[src/rtl/amber_boot_loader_pkg.sv]
// Shared constants for the amber boot loader: frame header byte, error codes, state encodings.
// Benches import this package to decode state and error values.
package amber_boot_loader_pkg;

    localparam logic [7:0] BOOT_HDR = 8'hA5;

    typedef enum logic [1:0] {
        BOOT_ERR_NONE    = 2'b00,
        BOOT_ERR_CSUM    = 2'b01,
        BOOT_ERR_COUNT   = 2'b10,
        BOOT_ERR_TIMEOUT = 2'b11
    } boot_err_e;

    typedef enum logic [2:0] {
        BOOT_ST_IDLE   = 3'd0,
        BOOT_ST_CNT_HI = 3'd1,
        BOOT_ST_CNT_LO = 3'd2,
        BOOT_ST_DATA0  = 3'd3,
        BOOT_ST_DATA1  = 3'd4,
        BOOT_ST_DATA2  = 3'd5,
        BOOT_ST_CSUM   = 3'd6,
        BOOT_ST_RUN    = 3'd7
    } boot_state_e;

endpackage

[src/rtl/amber_boot_timeout.sv]
// Inter-byte watchdog: counts enabled idle cycles, cleared by activity, pulses expire at LIMIT.
module amber_boot_timeout #(
    parameter int LIMIT = 16
) (
    input  logic iw_clk,
    input  logic iw_rst_n,
    input  logic iw_clear,
    input  logic iw_en,
    output logic ow_expire
);

    localparam int CW = (LIMIT > 1) ? $clog2(LIMIT) : 1;

    logic [CW-1:0] cnt_reg;

    // Expiry is suppressed in a cycle with activity, so a byte arriving on the last cycle still counts.
    assign ow_expire = iw_en & ~iw_clear & (cnt_reg == CW'(LIMIT - 1));

    always_ff @(posedge iw_clk) begin
        if (!iw_rst_n || iw_clear || ow_expire) begin
            cnt_reg <= '0;
        end else if (iw_en) begin
            cnt_reg <= cnt_reg + 1'b1;
        end
    end

endmodule

[src/rtl/amber_boot_loader.sv]
// Framed byte-stream program loader: writes 24-bit words into instruction memory from address 0
// and releases the core from reset once a frame with a matching checksum has been loaded.
module amber_boot_loader
    import amber_boot_loader_pkg::*;
#(
    parameter int ADDR_W      = 12,
    parameter int DEPTH       = 4096,
    parameter int TIMEOUT_CYC = 0
) (
    input  logic              iw_clk,
    input  logic              iw_rst_n,
    input  logic [7:0]        iw_rx_data,
    input  logic              iw_rx_valid,
    output logic              ow_rx_ready,
    input  logic              iw_reboot,
    output logic              ow_imem_we,
    output logic [ADDR_W-1:0] ow_imem_addr,
    output logic [23:0]       ow_imem_wdata,
    output logic              ow_core_rst,
    output logic              ow_busy,
    output logic              ow_done,
    output logic              ow_err,
    output logic [1:0]        ow_err_code
);

    localparam logic [ADDR_W:0] LAST_WORD = (ADDR_W + 1)'(1);

    boot_state_e       state_reg;
    boot_err_e         err_code_reg;
    logic [7:0]        sum_reg;
    logic [7:0]        cnt_hi_reg;
    logic [7:0]        byte_hi_reg;
    logic [7:0]        byte_mid_reg;
    logic [ADDR_W:0]   words_left_reg;
    logic              we_reg;
    logic [ADDR_W-1:0] addr_reg;
    logic [23:0]       wdata_reg;
    logic              core_rst_reg;
    logic              busy_reg;
    logic              done_reg;
    logic              err_reg;

    logic              accept;
    logic              expire;
    logic [15:0]       cnt_full;

    assign ow_rx_ready = (state_reg != BOOT_ST_RUN) & ~iw_reboot;
    assign accept      = iw_rx_valid & ow_rx_ready;
    assign cnt_full    = {cnt_hi_reg, iw_rx_data};

    generate
        if (TIMEOUT_CYC > 0) begin : g_timeout
            amber_boot_timeout #(
                .LIMIT(TIMEOUT_CYC)
            ) u_timeout (
                .iw_clk   (iw_clk),
                .iw_rst_n (iw_rst_n),
                .iw_clear (accept | iw_reboot),
                .iw_en    (busy_reg),
                .ow_expire(expire)
            );
        end else begin : g_no_timeout
            assign expire = 1'b0;
        end
    endgenerate

    always_ff @(posedge iw_clk) begin
        if (!iw_rst_n) begin
            state_reg      <= BOOT_ST_IDLE;
            err_code_reg   <= BOOT_ERR_NONE;
            sum_reg        <= '0;
            cnt_hi_reg     <= '0;
            byte_hi_reg    <= '0;
            byte_mid_reg   <= '0;
            words_left_reg <= '0;
            we_reg         <= 1'b0;
            addr_reg       <= '0;
            wdata_reg      <= '0;
            core_rst_reg   <= 1'b1;
            busy_reg       <= 1'b0;
            done_reg       <= 1'b0;
            err_reg        <= 1'b0;
        end else begin
            we_reg <= 1'b0;
            // The address advances once the word presented on the write port has retired.
            if (we_reg) begin
                addr_reg <= addr_reg + 1'b1;
            end

            if (iw_reboot) begin
                state_reg    <= BOOT_ST_IDLE;
                core_rst_reg <= 1'b1;
                done_reg     <= 1'b0;
                busy_reg     <= 1'b0;
                addr_reg     <= '0;
            end else if (expire) begin
                state_reg    <= BOOT_ST_IDLE;
                busy_reg     <= 1'b0;
                err_reg      <= 1'b1;
                err_code_reg <= BOOT_ERR_TIMEOUT;
            end else if (accept) begin
                case (state_reg)
                    BOOT_ST_IDLE: begin
                        if (iw_rx_data == BOOT_HDR) begin
                            state_reg    <= BOOT_ST_CNT_HI;
                            busy_reg     <= 1'b1;
                            err_reg      <= 1'b0;
                            err_code_reg <= BOOT_ERR_NONE;
                            sum_reg      <= '0;
                            addr_reg     <= '0;
                        end
                    end
                    BOOT_ST_CNT_HI: begin
                        cnt_hi_reg <= iw_rx_data;
                        sum_reg    <= sum_reg + iw_rx_data;
                        state_reg  <= BOOT_ST_CNT_LO;
                    end
                    BOOT_ST_CNT_LO: begin
                        sum_reg        <= sum_reg + iw_rx_data;
                        words_left_reg <= (ADDR_W + 1)'(cnt_full);
                        if ({16'd0, cnt_full} > 32'(DEPTH)) begin
                            state_reg    <= BOOT_ST_IDLE;
                            busy_reg     <= 1'b0;
                            err_reg      <= 1'b1;
                            err_code_reg <= BOOT_ERR_COUNT;
                        end else if (cnt_full == 16'd0) begin
                            state_reg <= BOOT_ST_CSUM;
                        end else begin
                            state_reg <= BOOT_ST_DATA0;
                        end
                    end
                    BOOT_ST_DATA0: begin
                        byte_hi_reg <= iw_rx_data;
                        sum_reg     <= sum_reg + iw_rx_data;
                        state_reg   <= BOOT_ST_DATA1;
                    end
                    BOOT_ST_DATA1: begin
                        byte_mid_reg <= iw_rx_data;
                        sum_reg      <= sum_reg + iw_rx_data;
                        state_reg    <= BOOT_ST_DATA2;
                    end
                    BOOT_ST_DATA2: begin
                        wdata_reg      <= {byte_hi_reg, byte_mid_reg, iw_rx_data};
                        we_reg         <= 1'b1;
                        sum_reg        <= sum_reg + iw_rx_data;
                        words_left_reg <= words_left_reg - 1'b1;
                        state_reg      <= (words_left_reg == LAST_WORD) ? BOOT_ST_CSUM : BOOT_ST_DATA0;
                    end
                    BOOT_ST_CSUM: begin
                        busy_reg <= 1'b0;
                        if (iw_rx_data == sum_reg) begin
                            state_reg    <= BOOT_ST_RUN;
                            core_rst_reg <= 1'b0;
                            done_reg     <= 1'b1;
                        end else begin
                            state_reg    <= BOOT_ST_IDLE;
                            err_reg      <= 1'b1;
                            err_code_reg <= BOOT_ERR_CSUM;
                        end
                    end
                    default: begin
                        state_reg <= state_reg;
                    end
                endcase
            end
        end
    end

    assign ow_imem_we    = we_reg;
    assign ow_imem_addr  = addr_reg;
    assign ow_imem_wdata = wdata_reg;
    assign ow_core_rst   = core_rst_reg;
    assign ow_busy       = busy_reg;
    assign ow_done       = done_reg;
    assign ow_err        = err_reg;
    assign ow_err_code   = err_code_reg;

endmodule

[config.mk]
export PLATFORM = sky130hd
export DESIGN_NAME = amber_boot_loader
export DESIGN_NICKNAME = d
export VERILOG_FILES = /design/src/rtl/amber_boot_loader_pkg.sv /design/src/rtl/amber_boot_timeout.sv /design/src/rtl/amber_boot_loader.sv
export SDC_FILE = /design/constraint.sdc
export NUM_CORES = 1
export LEC_CHECK = 0
export CORE_MARGIN = 3
export CORE_UTILIZATION = 41
export CTS_CLUSTER_DIAMETER = 150
export DETAILED_ROUTE_END_ITERATION = 6
export GPL_TIMING_DRIVEN = 0
export PLACE_DENSITY = 0.66
export SETUP_SLACK_MARGIN = 0.2
export SLEW_MARGIN = 20
export SYNTH_ARGS = -nofsm -noshare
export SYNTH_HDL_FRONTEND = slang
export SYNTH_HIERARCHICAL = 1
export SYNTH_SLANG_ARGS = --single-unit
[constraint.sdc]
create_clock -name iw_clk -period 1.85 [get_ports iw_clk]
set_input_delay 0.37 -clock iw_clk [delete_from_list [all_inputs] [get_ports iw_clk]]
set_output_delay 0.37 -clock iw_clk [all_outputs]
set_load 0.01 [all_outputs]
Yosys cells after proc, flatten, opt, wreduce, memory -nomap -nowiden
Cells that the tools add are included.
{ "word_totals": {"mem_bits_ro": 0, "register_bits": 91, "input_bits": 12, "out_inout_bits": 44, "memories": 0, "ram_bits": 0, "latch_bits": 0, "word_cells": 80} }
{ "op_classes": {"mul": 0, "muxes": 25, "n_reduce_logical": 19, "div_mod_pow": 0, "n_lt_le_gt_ge": 1, "shifts": 0, "bitwise": 5, "add_sub_neg": 3, "n_eq_ne": 13} }
{ "op_table": {"columns": ["op", "n"], "rows": [
  ["$mux W12", 4],
  ["$pmux W13 S2", 1],
  ["$pmux W3 S7", 1],
  ["$reduce_and A3 Y1", 7],
  ["$gt A16 B13 Y1 const B", 1],
  ["$logic_not A16 Y1", 1],
  ["$pmux W8 S2", 1],
  ["$mux W3", 5],
  ["$eq A13 B1 Y1 const B", 1],
  ["$sub A13 B1 Y13 const B", 1],
  ["$add A12 B1 Y12 const B", 1],
  ["$eq A3 B3 Y1 const B", 3],
  ["$add A8 B8 Y8", 1],
  ["$eq A8 B8 Y1", 1],
  ["$eq A8 B8 Y1 const B", 1],
  ["$mux W8", 1],
  ["$reduce_and A4 Y1", 2],
  ["$reduce_bool A7 Y1", 1],
  ["$eq A3 B2 Y1 const B", 2],
  ["$mux W1", 6],
  ["$mux W2", 3],
  ["$ne A2 B2 Y1 const B", 3],
  ["$pmux W1 S3", 2],
  ["$pmux W2 S3", 1],
  ["other kinds (11)", 15]
]} }

Logic depth before layout (Yosys ltp)
Gate-level depths: netlist (run 1).
{ "depth": {"ltp_word": 5, "mapped_depth": 8, "ltp_nobuf": 8} }

Worst setup path before layout (run 1)
OpenSTA, ideal clock, no wires.
{ "synth_path": {"path_kind": "input to register", "startpoint": "input iw_rx_data[1]", "endpoint": "register sum_reg[7]", "t_arrival_ns": 1.703, "setup_ns": 0.087, "n_path_buf": 0, "t_required_ns": 1.763, "path_stages": 6, "slack_ns": 0.060, "cell_sequence": "ha_1 a211oi_2 o21ai_0 o31a_1 o31a_1 o31ai_1"} }
{ "synth_via": {"elab_chain_cells": 3, "elab_cells_between_ends": 5, "classes_between": "1 x add/sub; 2 x eq/ne; 1 x mux; 1 x reduce/logical"} }
{ "synth_lines": {"columns": ["item", "line_no", "source"], "rows": [
  ["start: declaration", "amber_boot_loader.sv:12", "input logic [7:0] iw_rx_data,"],
  ["parallel branches: the longest is 3 deep, another holds $add A8 B8 Y8", null, null],
  ["end signal: assignment", "amber_boot_loader.sv:115", "sum_reg <= sum_reg + iw_rx_data;"],
  ["end signal: assignment", "amber_boot_loader.sv:119", "sum_reg <= sum_reg + iw_rx_data;"],
  ["end signal: assignment", "amber_boot_loader.sv:134", "sum_reg <= sum_reg + iw_rx_data;"],
  ["end: declaration", "amber_boot_loader.sv:30", "logic [7:0] sum_reg;"]
]} }
Parallel ways; which one is timed is not known.
A chain may end at the register's enable or synchronous reset.

Final worst setup path (run 1)
{ "layout_path": {"startpoint": "register sum_reg[0]", "endpoint": "register sum_reg[6]"} }
{ "layout_via": {"elab_chain_cells": 2} }
{ "layout_lines": {"columns": ["item", "line_no", "source"], "rows": [
  ["$add A8 B8 Y8", null, null],
  ["$pmux W8 S2", "amber_boot_loader.sv:102", "case (state_reg)"]
]} }
No other way between the ends.

==> results of run 1 <==
## worst register-to-register path: stages (launching register included)
cell and delay [ps]:
dfxtp_2 340, ha_4 170, inv_2 50, fa_2 220, nor2b_4 50, o31a_1 250
o21a_1 200, o21a_1 180, o31ai_2 180
## synth_stat cells (8+ instances only)
library cell | number | area, µm²
dfxtp_1 | 91 | 1820
nand2_1 | 86 | 323
nor2_1 | 64 | 240
a21oi_1 | 54 | 270
mux2i_1 | 26 | 260
o21ai_0 | 18 | 90.1
nand3_1 | 16 | 80.1
buf_2 | 14 | 70.1
clkbuf_1 | 12 | 45.0
nor3_1 | 11 | 55.1
ha_1 | 10 | 125
inv_1 | 8 | 30.0
xor2_1 | 8 | 70.1
## routing by layer
metal	up-vias	routed length, µm	global-route usage
li1	2010	-	-
met4	0	201	0.0577
met3	26	941	0.0430
met1	2007	5580	0.291
met5	-	0	0
met2	197	6020	0.334
## kinds of logic (layout without fill, tap and decap cells)
group / after synthesis / in the layout / share of synthesized area
simple gates: 222 / 222 / 0.244
compound gates: 117 / 117 / 0.168
flops: 91 / 91 / 0.425
buf+inv: 38 / 135 / 0.0382
mux: 26 / 26 / 0.0607
xor+xnor: 15 / 15 / 0.0306
fa+ha+maj: 11 / 11 / 0.0338
## through the flow
step | total power, mW | area [µm²] | setup slack (ps) | hold WS (ps)
finish | 3.61 | 6000 | 119 | 389
global route | 3.73 | 6000 | 45.2 | 370
CTS | 3.60 | 5520 | 101 | 373
detailed placement | 2.20 | 5090 | -826 | 449
global placement | 2.20 | 5090 | -822 | 442
floorplan | 2.11 | 4380 | 173 | 431
## what timing repair did
action	4_1_cts	5_1_grt
gates cloned	0	3
buffers inserted	11	13
gates resized for setup	114	111
setup endpoints to repair	105	106
pin swaps	15	23
## power by group
| group | switching, mW | internal (mW) |
|---|---|---|
| clock network | 0.768 | 0.638 |
| registers | 0.00227 | 1.96 |
| logic | 0.158 | 0.0915 |
## how the worst max path moves through the flow
stage / from / endpoint / slack [ps]
after floorplan: iw_rx_data[0] / sum_reg[6] / 170
after global placement: iw_rx_data[1] / sum_reg[6] / -820
after detailed placement: iw_rx_data[1] / sum_reg[6] / -830
after CTS: state_reg[0] / ow_rx_ready / 100
after global routing: sum_reg[0] / sum_reg[6] / 50
final: sum_reg[0] / sum_reg[6] / 120
## cell type report
| class | instances | area [µm²] |
|---|---|---|
| Fill cell | 849 | 3960 |
| Multi-Input combinational cell | 391 | 2710 |
| Sequential cell | 91 | 1860 |
| Timing Repair Buffer | 81 | 805 |
| Buffer | 29 | 231 |
| Tap cell | 133 | 166 |
| Clock buffer | 10 | 128 |
| Clock inverter | 6 | 71.3 |
| Inverter | 9 | 33.8 |
==> flow_summary.toml, run 1 <==
[die]
core_um2 = 9950
die_area_um2 = 11700
num_rows = 36
die-height_um = 108
io_pins = 56
die_width_um = 108
floorplan.initialDensity = 0.431

[route]
routed_via_density = 5.65
drt_first_pass_iters = 5
ant_nets = 0
routedWlPerCell_um = 17.0
drtIter0Drc = 238
drt_drc_violations_left = 0
vias = 4240
routed_wl_mm = 12.7

[global_route]
antenna_found_initial = 0
grt_pass1_vias = 3892
grt_max_degree = 17
grt_usage = 0.210
grt_overflow = 0
grt_pass1_wl_mm = 19.5

[critical_path]
cp.required_ps = 2130
timing.rr.start = "sum_reg[0]"
cp_slowest_stage_delay_ps = 340
slowest_stage = "dfxtp_2"
cpMostUsedCell = "o21a_1"
worstSetupPathType = "flip-flop to flip-flop"
rrSetupSlack_ps = 120
timing.critical_path.from_type = "flip-flop"
reg2regPathDepth = 8
worst_ep_arrival_time_ps = 2010
critPathTopFamily = "compound AO/OA/AOI/OAI gates"
path_depth = 8
critPathBufInv = 1
worstReg2RegEnd = "sum_reg[6]"
crit_chain = "ha_4 > inv_2 > fa_2 > nor2b_4 > o31a_1 > o21a_1 > o21a_1 > o31ai_2"
crit_path_max_fanout = 3
crit_path_end_kind = "flip-flop"

[worst_hold_path]
holdPathStages = 3
hold_class = "input port to flip-flop"
hold_path_end = "ow_imem_wdata[2]"
min-delay-start = "iw_rx_data[2]"

[clock_network]
postCtsHoldBufs = 0
h-tree-depth = 3
cts_buffers = 9
cts_buffer_depth = 2
clock-sinks = 91
clk_latency_ps = 370
cts_tree = "yes"
clock-root-buffer = "clkbuf_8"
clkSlewWorstSetupHoldPaths_ps = 90

[finish]
mostFrequentLayoutCells = "82 x nand2_1, 68 x dfxtp_1, 60 x nor2_1"
final_common_cell = "nand2_1"
fin_nets = 635
final_cell_count_no_fill = 750
layout-drive-gt1-share = 0.261
antenna_cells = 0
final_util = 0.603
area_delta_synth_final_pct = 39.9
largest_reg_flops = 24

[sta]
worst_pin_slew_ps = 746
fmax_mhz = 578
fin_crit_ps = 1730
setup_viol = 0
post-route-period-util = 0.936
rsz0062_at_grt = "true"
slew_headroom = 0.503
finalHoldViolCount = 0
setup_tns_ps = 0
skew_ps = 14.7
slew_violations = 0

[synthesis]
ys_warn_count = 6
yosysSeqAreaShare = 0.425
synth_nets = 543
yosysUniqueCellTypes = 55
ys_seq_elements = 91
syn_avg_cell_area_um2 = 8.25
synth-main-ff-cell = "dfxtp_1"
synth-edff-count = 0
synth_area_um2 = 4290
async_reset_ff_frac = 0
syn_inst = 520

[power]
peakVddDrop_uv = 442
cellLeakagePower_nw = 2.73
powerDensity_nw_per_um2 = 602

[placement]
io_buffers = 54
dp_cells = 707
dp_hpwl_mm = 8.01
gp_congestion = 0.866

[outcome]
status = "completed"

[run]
max_cap_viol_count = 0
Power figures use the tool's default switching activity.
==> inputs of run 2 (changes only) <==
- PLACE_DENSITY: 0.66 -> 0.63
- clock period: 1.85 -> 1.6 ns (I/O delays scaled with it)
==> flow_summary.toml, run 2 (synthesized netlist as in run 1, its figures left out) <==
[finish]
seqCellArea_um2 = 1870
largest_reg_flops = 24
final_common_cell = "dfxtp_1"
antenna_cells = 0
area_delta_synth_final_pct = 59.4
layout-drive-gt1-share = 0.428
multiInputGateArea_um2 = 3200
nFillCells = 751
mostFrequentLayoutCells = "64 x dfxtp_1, 56 x nand2_1, 51 x nor2_1"
fin_nets = 665

[sta]
finalHoldViolCount = 0
skew_ps = 11.7
worst_pin_slew_ps = 768
rsz0062_at_grt = "true"
fin_crit_ps = 1750
setup_viol = 13
slew_headroom = 0.488
fmax_mhz = 573
post-route-period-util = 1.09
slew_violations = 0
setup_ws_ps = -146

[global_route]
grt_usage = 0.225
grt_overflow = 0
grt_pass1_wl_mm = 20.6
antenna_found_initial = 0
grt_pass1_vias = 4053
grt_max_degree = 17

[critical_path]
reg2regPathDepth = 8
worst_ep_arrival_time_ps = 2030
rrSetupSlack_ps = -150
crit_path_end_kind = "flip-flop"
worstReg2RegEnd = "sum_reg[6]"
cp.required_ps = 1890
crit_path_max_fanout = 3
timing.critical_path.from_type = "flip-flop"
timing.rr.start = "sum_reg[0]"
worstSetupPathType = "flip-flop to flip-flop"

[placement]
dp_hpwl_mm = 8.16
gp_congestion = 0.868
place_ws_ps = -1110
io_buffers = 54

[route]
vias = 4391
routedWlPerCell_um = 18.3
routed_wl_mm = 14.3
drtIter0Drc = 193
ant_nets = 0
drt_first_pass_iters = 5
routed_via_density = 5.63
drt_drc_violations_left = 0

[die]
die-height_um = 108
num_rows = 36
floorplan.initialDensity = 0.431
core_um2 = 9950
io_pins = 56
die_width_um = 108
die_area_um2 = 11700

[outcome]
violations = "negative setup slack"
status = "complete, but fails checks"

[clock_network]
cts_tree = "yes"
cts_buffers = 9
clock-sinks = 91
clk_latency_ps = 370
cts_buffer_depth = 2
h-tree-depth = 3
clock-root-buffer = "clkbuf_8"
clkSlewWorstSetupHoldPaths_ps = 100

[power]
p_total_mw = 4.39
peakVddDrop_uv = 426
powerDensity_nw_per_um2 = 643
cellLeakagePower_nw = 2.93

[run]
max_cap_viol_count = 0

[worst_hold_path]
hold_class = "input port to flip-flop"
hold_path_end = "ow_imem_wdata[1]"
holdPathStages = 3
min-delay-start = "iw_rx_data[1]"
==> run 2: cell count changes in the layout (fill, tap and decap cells not counted), sizes merged <==
cell / previous run / this run
dlygate4sd2: 14 / 46
dlymetal6s2s: 31 / 0
buf: 51 / 81
clkinvlp: 2 / 0
bufinv: 1 / 2
clkbuf: 22 / 21
clkdlybuf4s50: 1 / 0
clkinv: 2 / 3
nand3: 17 / 18
==> run 2: timing repair <==
item / CTS / global route
hold buffers: 0 / 0
setup endpoints to repair: 135 / 90
pin swaps: 54 / 68
buffers inserted: 27 / 21
gates resized for setup: 203 / 145
gates cloned: 5 / 4
==> run 2: critical path: stages (launching register included) <==
cell and delay (ps):
dfxtp_2 340, ha_4 160, inv_2 50, fa_2 230
nor2b_4 50, o31a_1 270, o21a_1 200, o21a_1 170
o31ai_1 190
==> run 2: power breakdown <==
part           switching (mW)  total [mW]  internal (mW)
Sequential            0.00370        2.26           2.26
Clock                   0.899        1.80          0.899
Combinational           0.212       0.334          0.122
==> run 2: how the worst max path moves through the flow <==
stage                              from         end  depth (start not counted)  slack [ps]
final                        sum_reg[0]  sum_reg[6]                          8        -150
after global routing         sum_reg[0]  sum_reg[6]                          8        -200
after CTS                    sum_reg[0]  sum_reg[6]                          8        -170
after detailed placement  iw_rx_data[0]  sum_reg[6]                          9       -1110
after global placement    iw_rx_data[1]  sum_reg[6]                          8       -1080
after floorplan              sum_reg[0]  sum_reg[6]                          8         -30
==> run 2: stage by stage <==
stage	utilization	area [µm²]	hold slack [ps]	std cells	setup TNS, ps
after global routing	0.687	6840	302	780	-1770
after global placement	0.522	5200	437	707	-53670
after CTS	0.607	6040	301	755	-1230
after detailed placement	0.522	5200	448	707	-56790
final	0.687	6840	331	780	-666
after floorplan	-	4490	431	520	-44.2
==> run 2: final cells by class <==
type	instances	area share
clock buffer	10	0.0187
timing repair buffer	110	0.152
multi-input combinational	392	0.468
clock inverter	6	0.0139
buffer	29	0.0443
tap	133	0.0243
sequential	91	0.273
inverter	9	0.00567
==> run 2: routing by layer <==
layer / GRT usage / wire, µm / share of wire / vias to the layer above
met5: 0 / 0 / 0 / -
li1: - / - / - / 2069
met3: 0.0436 / 817 / 0.057 / 31
met4: 0.0514 / 292 / 0.020 / 0
met2: 0.379 / 7050 / 0.49 / 164
met1: 0.300 / 6120 / 0.43 / 2127
